===== config.mk =====
export PLATFORM = sky130hd
export DESIGN_NAME = regs_bridge_flat
export DESIGN_NICKNAME = d
export VERILOG_FILES = /design/src/rtl/regs_bridge_if.sv /design/src/rtl/regs_bridge.sv /design/src/flat_wrapper.sv
export SDC_FILE = /design/constraint.sdc
export NUM_CORES = 1
export LEC_CHECK = 0
export ABC_AREA = 1
export BUFFER_PORTS_ARGS = -buffer_cell sky130_fd_sc_hd__buf_2
export CORE_AREA = 2 2 205 207
export DETAILED_ROUTE_END_ITERATION = 8
export DIE_AREA = 0 0 207 209
export PLACE_DENSITY = 0.79
export SETUP_SLACK_MARGIN = 0.3
export SLEW_MARGIN = 10
export SYNTH_ARGS = -nofsm -noshare
export SYNTH_HDL_FRONTEND = slang
export SYNTH_SLANG_ARGS = --single-unit

===== constraint.sdc =====
create_clock -name clk -period 2.7 [get_ports clk]
set_clock_uncertainty 0.15 [all_clocks]
set_input_delay 0.405 -clock clk [delete_from_list [all_inputs] [get_ports clk]]
set_output_delay 0.405 -clock clk [all_outputs]
set_load 0.03 [all_outputs]

===== src/rtl/regs_bridge_if.sv =====
// Signal bundle between an upstream requester, the regs_bridge and its downstream channels.
// The bridge takes the slave view; whatever drives requests and models the channels takes the master view.
interface regs_bridge_if #(
    parameter int NCH  = 2,
    parameter int NREG = 8
);
    logic [31:0]         armaddr;
    logic [31:0]         armwdata;
    logic [3:0]          armwstrb;
    logic                armwr;
    logic                armreq;
    logic [31:0]         armrdata;
    logic                armack;
    logic                armerr;

    logic [19:0]         chaddr;
    logic [31:0]         chwdata;
    logic [3:0]          chwstrb;
    logic                chwr;
    logic [NCH-1:0]      chreq;
    logic [NCH-1:0]      chack;
    logic [NCH-1:0]      cherr;
    logic [NCH*32-1:0]   chrdata;

    logic [NREG*32-1:0]  regout;
    logic [31:0]         status;

    modport slave (
        input  armaddr, armwdata, armwstrb, armwr, armreq,
        input  chack, cherr, chrdata, status,
        output armrdata, armack, armerr,
        output chaddr, chwdata, chwstrb, chwr, chreq, regout
    );

    modport master (
        output armaddr, armwdata, armwstrb, armwr, armreq,
        output chack, cherr, chrdata, status,
        input  armrdata, armack, armerr,
        input  chaddr, chwdata, chwstrb, chwr, chreq, regout
    );
endinterface


===== src/rtl/regs_bridge.sv =====
// Register bridge: answers local register accesses itself and forwards channel accesses,
// waiting for the channel's ack or a timeout. Only one transaction is outstanding at a time.
module regs_bridge #(
    parameter int NCH     = 2,
    parameter int NREG    = 8,
    parameter int TIMEOUT = 255
) (
    input  logic         clk,
    input  logic         rstn,
    regs_bridge_if.slave bus
);
    // state | meaning
    // IDLE  | nothing outstanding; local/unmapped requests are answered from here
    // WAIT  | channel request issued, waiting for chack or timeout
    typedef enum logic {IDLE, WAIT} state_t;

    state_t          state, state_nxt;
    logic            req_q;
    logic            armed;
    logic [15:0]     cnt;
    logic [15:0]     errcnt;
    logic [31:0]     regs_q [NREG];

    logic [3:0]      tgt;
    logic [17:0]     off;
    logic            start, is_local, is_chan;
    logic [NCH-1:0]  chreq_nxt;
    logic            ack_hit, tmo, ch_err;
    logic [31:0]     ch_rdata;
    logic            loc_err, reg_we, clr_err;
    logic [31:0]     loc_rdata;
    logic            rsp_fire, rsp_err;
    logic [31:0]     rsp_rdata;
    logic            unused_bits;

    assign unused_bits = ^{bus.armaddr[31:24], bus.armaddr[1:0]};

    for (genvar i = 0; i < NREG; i++) begin : g_regout
        assign bus.regout[32*i +: 32] = regs_q[i];
    end

    always_comb begin
        tgt      = bus.armaddr[23:20];
        off      = bus.armaddr[19:2];
        // armed stays low after reset until armreq has been seen low once
        start    = (state == IDLE) && bus.armreq && !req_q && armed;
        is_local = (tgt == 4'd0);
        is_chan  = !is_local && (int'(tgt) <= NCH);

        chreq_nxt = '0;
        for (int k = 0; k < NCH; k++) chreq_nxt[k] = (int'(tgt) == k + 1);

        // chreq is one-hot on the active channel, so it masks out every other channel
        ack_hit  = (state == WAIT) && |(bus.chack & bus.chreq);
        tmo      = (state == WAIT) && (cnt == 16'(TIMEOUT - 1));
        ch_err   = |(bus.cherr & bus.chreq);
        ch_rdata = '0;
        for (int k = 0; k < NCH; k++) begin
            if (bus.chreq[k]) ch_rdata |= bus.chrdata[32*k +: 32];
        end

        loc_err   = 1'b0;
        loc_rdata = '0;
        reg_we    = 1'b0;
        clr_err   = 1'b0;
        if (off == 18'd0) begin
            if (bus.armwr) loc_err = 1'b1;
            else           loc_rdata = bus.status;
        end else if (off == 18'd1) begin
            if (bus.armwr) clr_err = 1'b1;
            else           loc_rdata = {16'd0, errcnt};
        end else if ((off[17:6] == 12'd1) && (int'(off[5:0]) < NREG)) begin
            if (bus.armwr) begin
                reg_we = 1'b1;
            end else begin
                for (int i = 0; i < NREG; i++) begin
                    if (off[5:0] == 6'(i)) loc_rdata = regs_q[i];
                end
            end
        end else begin
            loc_err = 1'b1;
        end

        state_nxt = state;
        rsp_fire  = 1'b0;
        rsp_err   = 1'b0;
        rsp_rdata = '0;
        case (state)
            IDLE: begin
                if (start) begin
                    if (is_chan) begin
                        state_nxt = WAIT;
                    end else begin
                        rsp_fire  = 1'b1;
                        rsp_err   = !is_local || loc_err;
                        rsp_rdata = (is_local && !loc_err) ? loc_rdata : 32'd0;
                    end
                end
            end
            WAIT: begin
                if (ack_hit) begin
                    rsp_fire  = 1'b1;
                    rsp_err   = ch_err;
                    rsp_rdata = ch_rdata;
                    state_nxt = IDLE;
                end else if (tmo) begin
                    rsp_fire  = 1'b1;
                    rsp_err   = 1'b1;
                    rsp_rdata = 32'hDEAD_DEAD;
                    state_nxt = IDLE;
                end
            end
        endcase
    end

    always_ff @(posedge clk) begin
        if (!rstn) begin
            state        <= IDLE;
            req_q        <= 1'b0;
            armed        <= 1'b0;
            cnt          <= '0;
            errcnt       <= '0;
            bus.armack   <= 1'b0;
            bus.armerr   <= 1'b0;
            bus.armrdata <= '0;
            bus.chaddr   <= '0;
            bus.chwdata  <= '0;
            bus.chwstrb  <= '0;
            bus.chwr     <= 1'b0;
            bus.chreq    <= '0;
            for (int i = 0; i < NREG; i++) regs_q[i] <= '0;
        end else begin
            state        <= state_nxt;
            req_q        <= bus.armreq;
            if (!bus.armreq) armed <= 1'b1;
            bus.armack   <= rsp_fire;
            bus.armerr   <= rsp_err;
            bus.armrdata <= rsp_rdata;

            if (rsp_fire && rsp_err) begin
                if (errcnt != 16'hFFFF) errcnt <= errcnt + 16'd1;
            end else if (start && is_local && clr_err) begin
                errcnt <= '0;
            end

            if (start && is_chan) begin
                bus.chreq   <= chreq_nxt;
                bus.chaddr  <= bus.armaddr[19:0];
                bus.chwdata <= bus.armwdata;
                bus.chwstrb <= bus.armwstrb;
                bus.chwr    <= bus.armwr;
                cnt         <= '0;
            end else if (ack_hit || tmo) begin
                bus.chreq   <= '0;
                cnt         <= '0;
            end else if (state == WAIT) begin
                cnt         <= cnt + 16'd1;
            end

            if (start && is_local && reg_we) begin
                for (int i = 0; i < NREG; i++) begin
                    if (off[5:0] == 6'(i)) begin
                        for (int b = 0; b < 4; b++) begin
                            if (bus.armwstrb[b]) regs_q[i][8*b +: 8] <= bus.armwdata[8*b +: 8];
                        end
                    end
                end
            end
        end
    end
endmodule


===== src/flat_wrapper.sv =====
// flat-port wrapper written by rule: the top's interface ports become plain ports
module regs_bridge_flat 
#(
    parameter int NCH     = 2,
    parameter int NREG    = 8,
    parameter int TIMEOUT = 255
)
  (clk, rstn, bus_armaddr, bus_armwdata, bus_armwstrb, bus_armwr, bus_armreq, bus_chack, bus_cherr, bus_chrdata, bus_status, bus_armrdata, bus_armack, bus_armerr, bus_chaddr, bus_chwdata, bus_chwstrb, bus_chwr, bus_chreq, bus_regout);
  regs_bridge_if #(.NCH(NCH), .NREG(NREG)) bus_i ();
  input  logic clk;
  input  logic rstn;
  input wire logic [$bits(bus_i.armaddr)-1:0] bus_armaddr;
  input wire logic [$bits(bus_i.armwdata)-1:0] bus_armwdata;
  input wire logic [$bits(bus_i.armwstrb)-1:0] bus_armwstrb;
  input wire logic [$bits(bus_i.armwr)-1:0] bus_armwr;
  input wire logic [$bits(bus_i.armreq)-1:0] bus_armreq;
  input wire logic [$bits(bus_i.chack)-1:0] bus_chack;
  input wire logic [$bits(bus_i.cherr)-1:0] bus_cherr;
  input wire logic [$bits(bus_i.chrdata)-1:0] bus_chrdata;
  input wire logic [$bits(bus_i.status)-1:0] bus_status;
  output wire logic [$bits(bus_i.armrdata)-1:0] bus_armrdata;
  output wire logic [$bits(bus_i.armack)-1:0] bus_armack;
  output wire logic [$bits(bus_i.armerr)-1:0] bus_armerr;
  output wire logic [$bits(bus_i.chaddr)-1:0] bus_chaddr;
  output wire logic [$bits(bus_i.chwdata)-1:0] bus_chwdata;
  output wire logic [$bits(bus_i.chwstrb)-1:0] bus_chwstrb;
  output wire logic [$bits(bus_i.chwr)-1:0] bus_chwr;
  output wire logic [$bits(bus_i.chreq)-1:0] bus_chreq;
  output wire logic [$bits(bus_i.regout)-1:0] bus_regout;
  assign bus_i.armaddr = bus_armaddr;
  assign bus_i.armwdata = bus_armwdata;
  assign bus_i.armwstrb = bus_armwstrb;
  assign bus_i.armwr = bus_armwr;
  assign bus_i.armreq = bus_armreq;
  assign bus_i.chack = bus_chack;
  assign bus_i.cherr = bus_cherr;
  assign bus_i.chrdata = bus_chrdata;
  assign bus_i.status = bus_status;
  assign bus_armrdata = bus_i.armrdata;
  assign bus_armack = bus_i.armack;
  assign bus_armerr = bus_i.armerr;
  assign bus_chaddr = bus_i.chaddr;
  assign bus_chwdata = bus_i.chwdata;
  assign bus_chwstrb = bus_i.chwstrb;
  assign bus_chwr = bus_i.chwr;
  assign bus_chreq = bus_i.chreq;
  assign bus_regout = bus_i.regout;
  regs_bridge #(.NCH(NCH), .NREG(NREG), .TIMEOUT(TIMEOUT)) u_core (.clk(clk), .rstn(rstn), .bus(bus_i));
endmodule

==> results of run 1 <==
## sequential cells by signal (all words and copies together) (netlist names), 2 cells and up
signal,cells
u_core.bus.chwstrb,4
u_core.bus.armrdata,32
u_core.bus.chreq,2
u_core.errcnt,16
u_core.bus.chwdata,32
u_core.cnt,16
u_core.bus.chaddr,20
u_core.regs_q,256
## cell families after synthesis
group / Yosys count
adder cells (fa/ha/maj): 3
XOR/XNOR: 17
buffers and inverters: 241
flip-flops: 384
AND/OR/NAND/NOR: 906
AO/OA/AOI/OAI: 321
## layer usage
layer | share of wire, % | wire, um | vias up | track usage [%]
met5 | 0 | 0 | - | 0
met4 | 4.0 | 2520 | 0 | 11.4
met3 | 11 | 7050 | 143 | 6.58
met2 | 46 | 29300 | 1053 | 45.2
met1 | 39 | 24400 | 7671 | 36.5
li1 | - | - | 7429 | -
## layout make-up
| class | instances | area, sq um | area share [%] |
|---|---|---|---|
| well taps | 539 | 674 | 3.03 |
| repair buffers | 606 | 3450 | 15.5 |
| inverters | 151 | 574 | 2.58 |
| clock buffers | 59 | 1170 | 5.27 |
| flip-flops and latches | 384 | 10300 | 46.1 |
| clock inverters | 19 | 144 | 0.647 |
| multi-input cells | 1248 | 5950 | 26.8 |
| diodes | 2 | 5.00 | 0.0225 |
## power groups by stage
stage	Sequential [mW]	Clock, mW	Combinational, mW
2_1_floorplan	7.12	0	0.279
3_3_place_gp	6.73	0	1.26
3_5_place_dp	6.73	0	1.27
4_1_cts	6.61	5.64	1.29
5_1_grt	6.61	5.84	1.34
6_report	6.60	5.56	1.28
## what timing repair did
item / 4_1_cts / 5_1_grt
buffers inserted: 0 / 1
hold buffers: 17 / 0
endpoints found under the hold margin: 16 / 0
pin swaps: 0 / 3
resized for setup: 13 / 29
endpoints found under the setup margin: 89 / 294
gates cloned: 0 / 1
## worst max-delay path: stages
cell and delay (ns):
dlygate4sd3_1 0.56, buf_2 0.15, nor2_2 0.14, nand2_2 0.09
nor4_4 0.32, buf_4 0.18, nand2_1 0.10, inv_4 0.13
nand2_1 0.10, nand2_2 0.19
## metrics by stage
step / setup slack (ns) / std cells / instance area, sq um / total power [mW]
2_1_floorplan: 0.222 / 1872 / 17000 / 7.40
3_3_place_gp: 0.0463 / 2909 / 20600 / 7.98
3_5_place_dp: 0.00420 / 2909 / 20600 / 8.00
4_1_cts: 0.301 / 3004 / 22100 / 13.5
5_1_grt: 0.263 / 3008 / 22200 / 13.8
6_report: 0.422 / 3008 / 22200 / 13.4
## how the worst max path moves through the flow
stage / startpoint / endpoint / depth (start not counted)
detailed placement: bus_armaddr[18] / u_core.regs_q[0][87] / 11
global route: u_core.errcnt[1] / u_core.errcnt[15] / 12
floorplan: bus_armaddr[23] / u_core.regs_q[1][100] / 6
finish: bus_armaddr[21] / u_core.regs_q[1][62] / 10
global placement: bus_armaddr[12] / u_core.regs_q[1][28] / 11
CTS: u_core.state / u_core.regs_q[0][25] / 8
## cells in the final DEF (no fill, tap or decap), types with 4 or more instances in the layout
cell type,Yosys,final
edfxtp_1,256,256
a22oi_1,32,32
nand2_2,4,20
inv_2,8,5
nor4_1,4,4
a31oi_1,16,16
nand2_4,1,10
a22o_1,34,34
dlygate4sd3_1,0,17
o21ai_0,60,60
nor2_2,7,8
nand3b_1,4,4
o211ai_1,4,4
clkinv_2,0,10
nor3_1,14,14
or2_2,6,6
nand3_1,69,67
clkinv_1,2,7
dfxtp_1,128,127
buf_12,0,11
nand4_1,41,41
clkbuf_1,54,13
xor2_1,14,14
a21oi_1,173,173
buf_4,5,67
nand2_1,414,389
inv_1,141,140
buf_2,27,511
nor2_1,330,329
clkbuf_16,0,44
==> results.sh, run 1 <==
export IMPL_status="completed"
export IMPL_area_delta_synth_final_pct=30.6
export IMPL_syn_num_nets=2047
export IMPL_cp_max_fo=8
export IMPL_critPathCaptureType="flip-flop"
export IMPL_startpoint_type="input pin"
export IMPL_yosys_warnings=0
export IMPL_synthAdderAreaFrac_pct=0.221
export IMPL_portBuffers=512
export IMPL_clk_path_buf_depth=3
export IMPL_ys_ff_latch=384
export IMPL_finalHoldViolCount=0
export IMPL_synth_mux_area_share_pct=0
export IMPL_drv_cap=0
export IMPL_initialDrtViolationCount=1810
export IMPL_setup_tns_ns=0
export IMPL_gr_total_overflow=0
export IMPL_fin_crit_sh_pct=84.4
export IMPL_timing_fmax_ghz=0.439
export IMPL_via_per_inst=5.42
export IMPL_grt_max_degree=84
export IMPL_critPathRequiredTime_ns=2.81
export IMPL_vias=16300
export IMPL_r2r_setup_slack_ns=0.47
export IMPL_finalCriticalPeriod_ns=2.28
export IMPL_routed_wl_um=63300
export IMPL_ioPinCount=521
export IMPL_synth_compound_area_share_pct=10.9
export IMPL_wl_per_cell_um=21.0
export IMPL_synthSimpleGateAreaFrac_pct=22.1
export IMPL_worstSkewPairLatency_ns=0.58
export IMPL_dp_hpwl_um=48400
export IMPL_r2r_end="u_core.errcnt[14]"
export IMPL_peakVddDrop_v=0.000523
export IMPL_finalMaxSlewViolations=0
export IMPL_yosysSeqAreaShare_pct=60.3
export IMPL_synth_avg_cell_area_sq_um=9.09
export IMPL_start_util_pct=41.2
export IMPL_max_slew_worst_pin_slew_ns=0.686
export IMPL_grt_use_total_pct=28.0
export IMPL_antenna_found_initial=2
export IMPL_synth_top_cells_by_count="nand2_1 (414), nor2_1 (330), edfxtp_1 (256)"
export IMPL_numCtsBuffers=42
export IMPL_hp_start="bus_armaddr[10]"
export IMPL_first_pass_iters=5
export IMPL_synth_cell_types=39
export IMPL_setup_violations_final=0
export IMPL_sw_frac_of_total_pct=26.0
export IMPL_die_x_um=207
export IMPL_async_flop_share_pct=0
export IMPL_synth_xor_area_share_pct=0.875
export IMPL_synth_top_area_share_pct=45.2
export IMPL_synthMostInstantiatedCell="nand2_1"
export IMPL_clkPwrFrac_pct=41.4
export IMPL_combPwrFrac_pct=9.5
export IMPL_cts_tree="yes"
export IMPL_postRouteAntennaNets=0
export IMPL_post_route_util_pct=53.8
export IMPL_intPower_mw=9.94
export IMPL_fill_cells=3714
export IMPL_htreeDepth=2
export IMPL_gp_congestion=0.976
export IMPL_dieHeight_um=209
export IMPL_p_sw_mw=3.50
export IMPL_synth_top_area_cell="edfxtp_1"
export IMPL_power_frac_seq_pct=49.1
export IMPL_drc=0
export IMPL_drive_gt1_share_pct=28.9
export IMPL_rr_startpoint="u_core.cnt[0]"
export IMPL_hold_worst_slack_ns=0.0390
export IMPL_worstPathArrival_ns=2.39
export IMPL_core_area_sq_mm=0.0413
export IMPL_power_leakage_nw=9.86
export IMPL_synth_top_family_by_area="simple AND/OR/NAND/NOR gates"
export IMPL_netlist_area_sq_mm=0.0170
export IMPL_die_area_sq_mm=0.0433
export IMPL_synth_top_cells_by_area="edfxtp_1 (45%), dfxtp_1 (15%), nand2_1 (9.1%)"
export IMPL_path_clk_slew_ns=0.06
export IMPL_rows=75
export IMPL_grt_setup_unrepaired="true"
export IMPL_cts_sinks=384
export IMPL_root_buffer="clkbuf_16"
export IMPL_syn_instance_count=1872
export IMPL_worstSetupPathType="input pin to flip-flop"
export IMPL_hold_depth=3
export IMPL_grt_pass1_vias=15200
export IMPL_synth_edff_count=256
export IMPL_r2r_cells=12
export IMPL_powerDensity_mw_per_mm2=605
export IMPL_nets=2608
export IMPL_whs_endpoint="u_core.bus.chaddr[10]"
export IMPL_ys_flop_type="edfxtp_1"
export IMPL_hold_class="input pin to flip-flop"
export IMPL_slew_headroom_pct=54.2
export IMPL_grt_first_pass_wirelength_um=93000
No activity file was read; power rests on OpenSTA's default activity.
==> run 2: changes to the inputs <==
Settings changed: PLACE_DENSITY 0.79 to 0.81.
Clock period 2.7 ns to 1.8 ns, I/O delays scaled along.
==> run 2 against run 1 <==
  * The run now ends with setup timing left
  * Die area unchanged
  * Critical path type unchanged
  * Clock power up 65%
  * Via count up 18%
  * Sequential power up 51%
  * Combinational power up 120%
  * Count of clock-buffer cells in the layout down 5
  * Critical path depth up 6
  * Global-route usage up 4.9 points
==> results.sh, run 2 (synthesis gave the netlist of run 1 again) <==
export IMPL_critPathCaptureType="flip-flop"
export IMPL_clkPwrFrac_pct=41.8
export IMPL_rr_startpoint="u_core.req_q"
export IMPL_largest_register="u_core.regs_q"
export IMPL_dp_hpwl_um=51400
export IMPL_r2r_setup_slack_ns=-0.26
export IMPL_final_cell_mix="buf_2 (507), nand2_1 (298), edfxtp_1 (256)"
export IMPL_grt_pass1_vias=17800
export IMPL_ioPinCount=521
export IMPL_sw_frac_of_total_pct=26.9
export IMPL_cp_max_fo=5
export IMPL_cts_sinks=384
export IMPL_design_area_sq_mm=0.0302
export IMPL_dieHeight_um=209
export IMPL_powerDensity_mw_per_mm2=726
export IMPL_grt_first_pass_wirelength_um=109000
export IMPL_portBuffers=512
export IMPL_postRouteAntennaNets=0
export IMPL_dp_slack_ns=-0.702
export IMPL_fin_crit_sh_pct=114
export IMPL_die_x_um=207
export IMPL_grt_use_total_pct=33.0
export IMPL_numCtsBuffers=41
export IMPL_largestRegisters="u_core.regs_q (256), u_core.bus.armrdata (32), u_core.bus.chwdata (32)"
export IMPL_critPathRequiredTime_ns=2.11
export IMPL_hold_class="input pin to flip-flop"
export IMPL_rows=75
export IMPL_worstSetupPathType="input pin to flip-flop"
export IMPL_intPower_mw=16.0
export IMPL_drc=0
export IMPL_hold_depth=4
export IMPL_grt_setup_unrepaired="true"
export IMPL_whs_endpoint="u_core.bus.chwr"
export IMPL_finalMaxSlewViolations=0
export IMPL_fin_ws_ns=-0.257
export IMPL_hp_start="bus_armwr"
export IMPL_timing_fmax_ghz=0.486
export IMPL_combPwrFrac_pct=12.7
export IMPL_grt_max_degree=49
export IMPL_finalCriticalPeriod_ns=2.06
export IMPL_area_delta_synth_final_pct=77.4
export IMPL_die_area_sq_mm=0.0433
export IMPL_p_sw_mw=5.88
export IMPL_hold_worst_slack_ns=0.0155
export IMPL_drive_gt1_share_pct=53.4
export IMPL_vias=19300
export IMPL_place_area_sq_mm=0.0223
export IMPL_cts_tree="yes"
export IMPL_nets=2926
export IMPL_startpoint_type="input pin"
export IMPL_first_pass_iters=8
export IMPL_max_slew_worst_pin_slew_ns=0.883
export IMPL_wl_per_cell_um=25.4
export IMPL_worstPathArrival_ns=2.37
export IMPL_htreeDepth=2
export IMPL_r2r_end="u_core.bus.armrdata[30]"
export IMPL_clk_path_buf_depth=3
export IMPL_start_util_pct=41.2
export IMPL_power_frac_seq_pct=45.5
export IMPL_antenna_found_initial=4
export IMPL_finalHoldViolCount=0
export IMPL_setup_violations_final=562
export IMPL_gp_congestion=0.987
export IMPL_fill_cells=2597
export IMPL_final_common_cell="buf_2"
export IMPL_path_clk_slew_ns=0.07
export IMPL_failed_checks="setup timing"
export IMPL_initialDrtViolationCount=2125
export IMPL_drv_cap=0
export IMPL_root_buffer="clkbuf_16"
export IMPL_worstSkewPairLatency_ns=0.58
export IMPL_gr_total_overflow=0
export IMPL_largest_register_ffs=256
export IMPL_peakVddDrop_v=0.000728
export IMPL_r2r_cells=11
export IMPL_slew_headroom_pct=41.0
export IMPL_core_area_sq_mm=0.0413
export IMPL_via_per_inst=5.79
export IMPL_status="finished, violations left"
export IMPL_power_leakage_nw=12.4
export IMPL_routed_wl_um=84400
-- run 2: what timing repair did --
item | 4_1_cts | 5_1_grt
setup buffers | 32 | 34
endpoints found under the hold margin | 56 | 1
hold buffers | 96 | 1
pin swaps | 54 | 132
gates resized for setup | 208 | 826
gates cloned | 15 | 18
setup endpoints to repair | 918 | 922
-- run 2: worst max path at each step --
stage | startpoint | to | cells past startpoint
2_1_floorplan | bus_armaddr[6] | u_core.regs_q[0][100] | 9
3_3_place_gp | bus_armaddr[3] | u_core.bus.armrdata[8] | 16
3_5_place_dp | bus_armaddr[3] | u_core.bus.armrdata[8] | 16
4_1_cts | u_core.req_q | u_core.regs_q[0][40] | 9
5_1_grt | u_core.cnt[1] | u_core.errcnt[9] | 11
6_report | bus_armaddr[3] | u_core.bus.armrdata[30] | 16
-- run 2: layer usage --
layer	wire [um]	global-route usage, %	vias up	share of wire [%]
li1	-	-	8126	-
met1	28800	40.6	9248	34
met2	40100	53.4	1458	48
met3	9130	8.72	427	11
met4	6340	17.2	2	7.5
met5	13	0	-	0.015
-- run 2: power groups by stage --
stage / clock network (mW) / registers, mW / logic, mW
2_1_floorplan: 0 / 10.7 / 0.473
3_3_place_gp: 0 / 10.1 / 2.04
3_5_place_dp: 0 / 10.1 / 2.06
4_1_cts: 9.11 / 9.93 / 2.37
5_1_grt: 9.48 / 9.97 / 2.87
6_report: 9.16 / 9.96 / 2.78
-- run 2: final cells by class --
class / count / area, sq um / share of cell area, %
Multi-Input combinational cell: 1250 / 9620 / 31.9
Sequential cell: 384 / 10300 / 34.0
Tap cell: 539 / 674 / 2.23
Inverter: 151 / 688 / 2.28
Timing Repair Buffer: 922 / 7470 / 24.7
Clock inverter: 21 / 251 / 0.833
Clock buffer: 54 / 1190 / 3.95
Antenna cell: 3 / 7.51 / 0.0249
Timing Repair inverter: 1 / 11.3 / 0.0373
-- run 2: worst max-delay path, stage by stage --
cell,delay (ns)
buf_2,0.14
inv_2,0.09
buf_4,0.11
nor2_2,0.04
nand3_4,0.10
clkinvlp_4,0.21
buf_12,0.21
buf_12,0.13
nand2_1,0.05
nand3_1,0.09
a21oi_1,0.24
nand4_1,0.20
nand2_1,0.16
nand2_1,0.09
nand2_1,0.14
a21oi_1,0.10
-- run 2: per-stage QoR --
step	cells	total power, mW	utilization, %	setup TNS [ns]
after floorplan	1872	11.2	-	-44.25
after global routing	3325	22.3	73.1	-100.70
final	3325	21.9	73.1	-72.29
after global placement	3051	12.2	54.0	-254.07
after CTS	3269	21.4	63.3	-52.32
after detailed placement	3051	12.2	54.0	-279.57
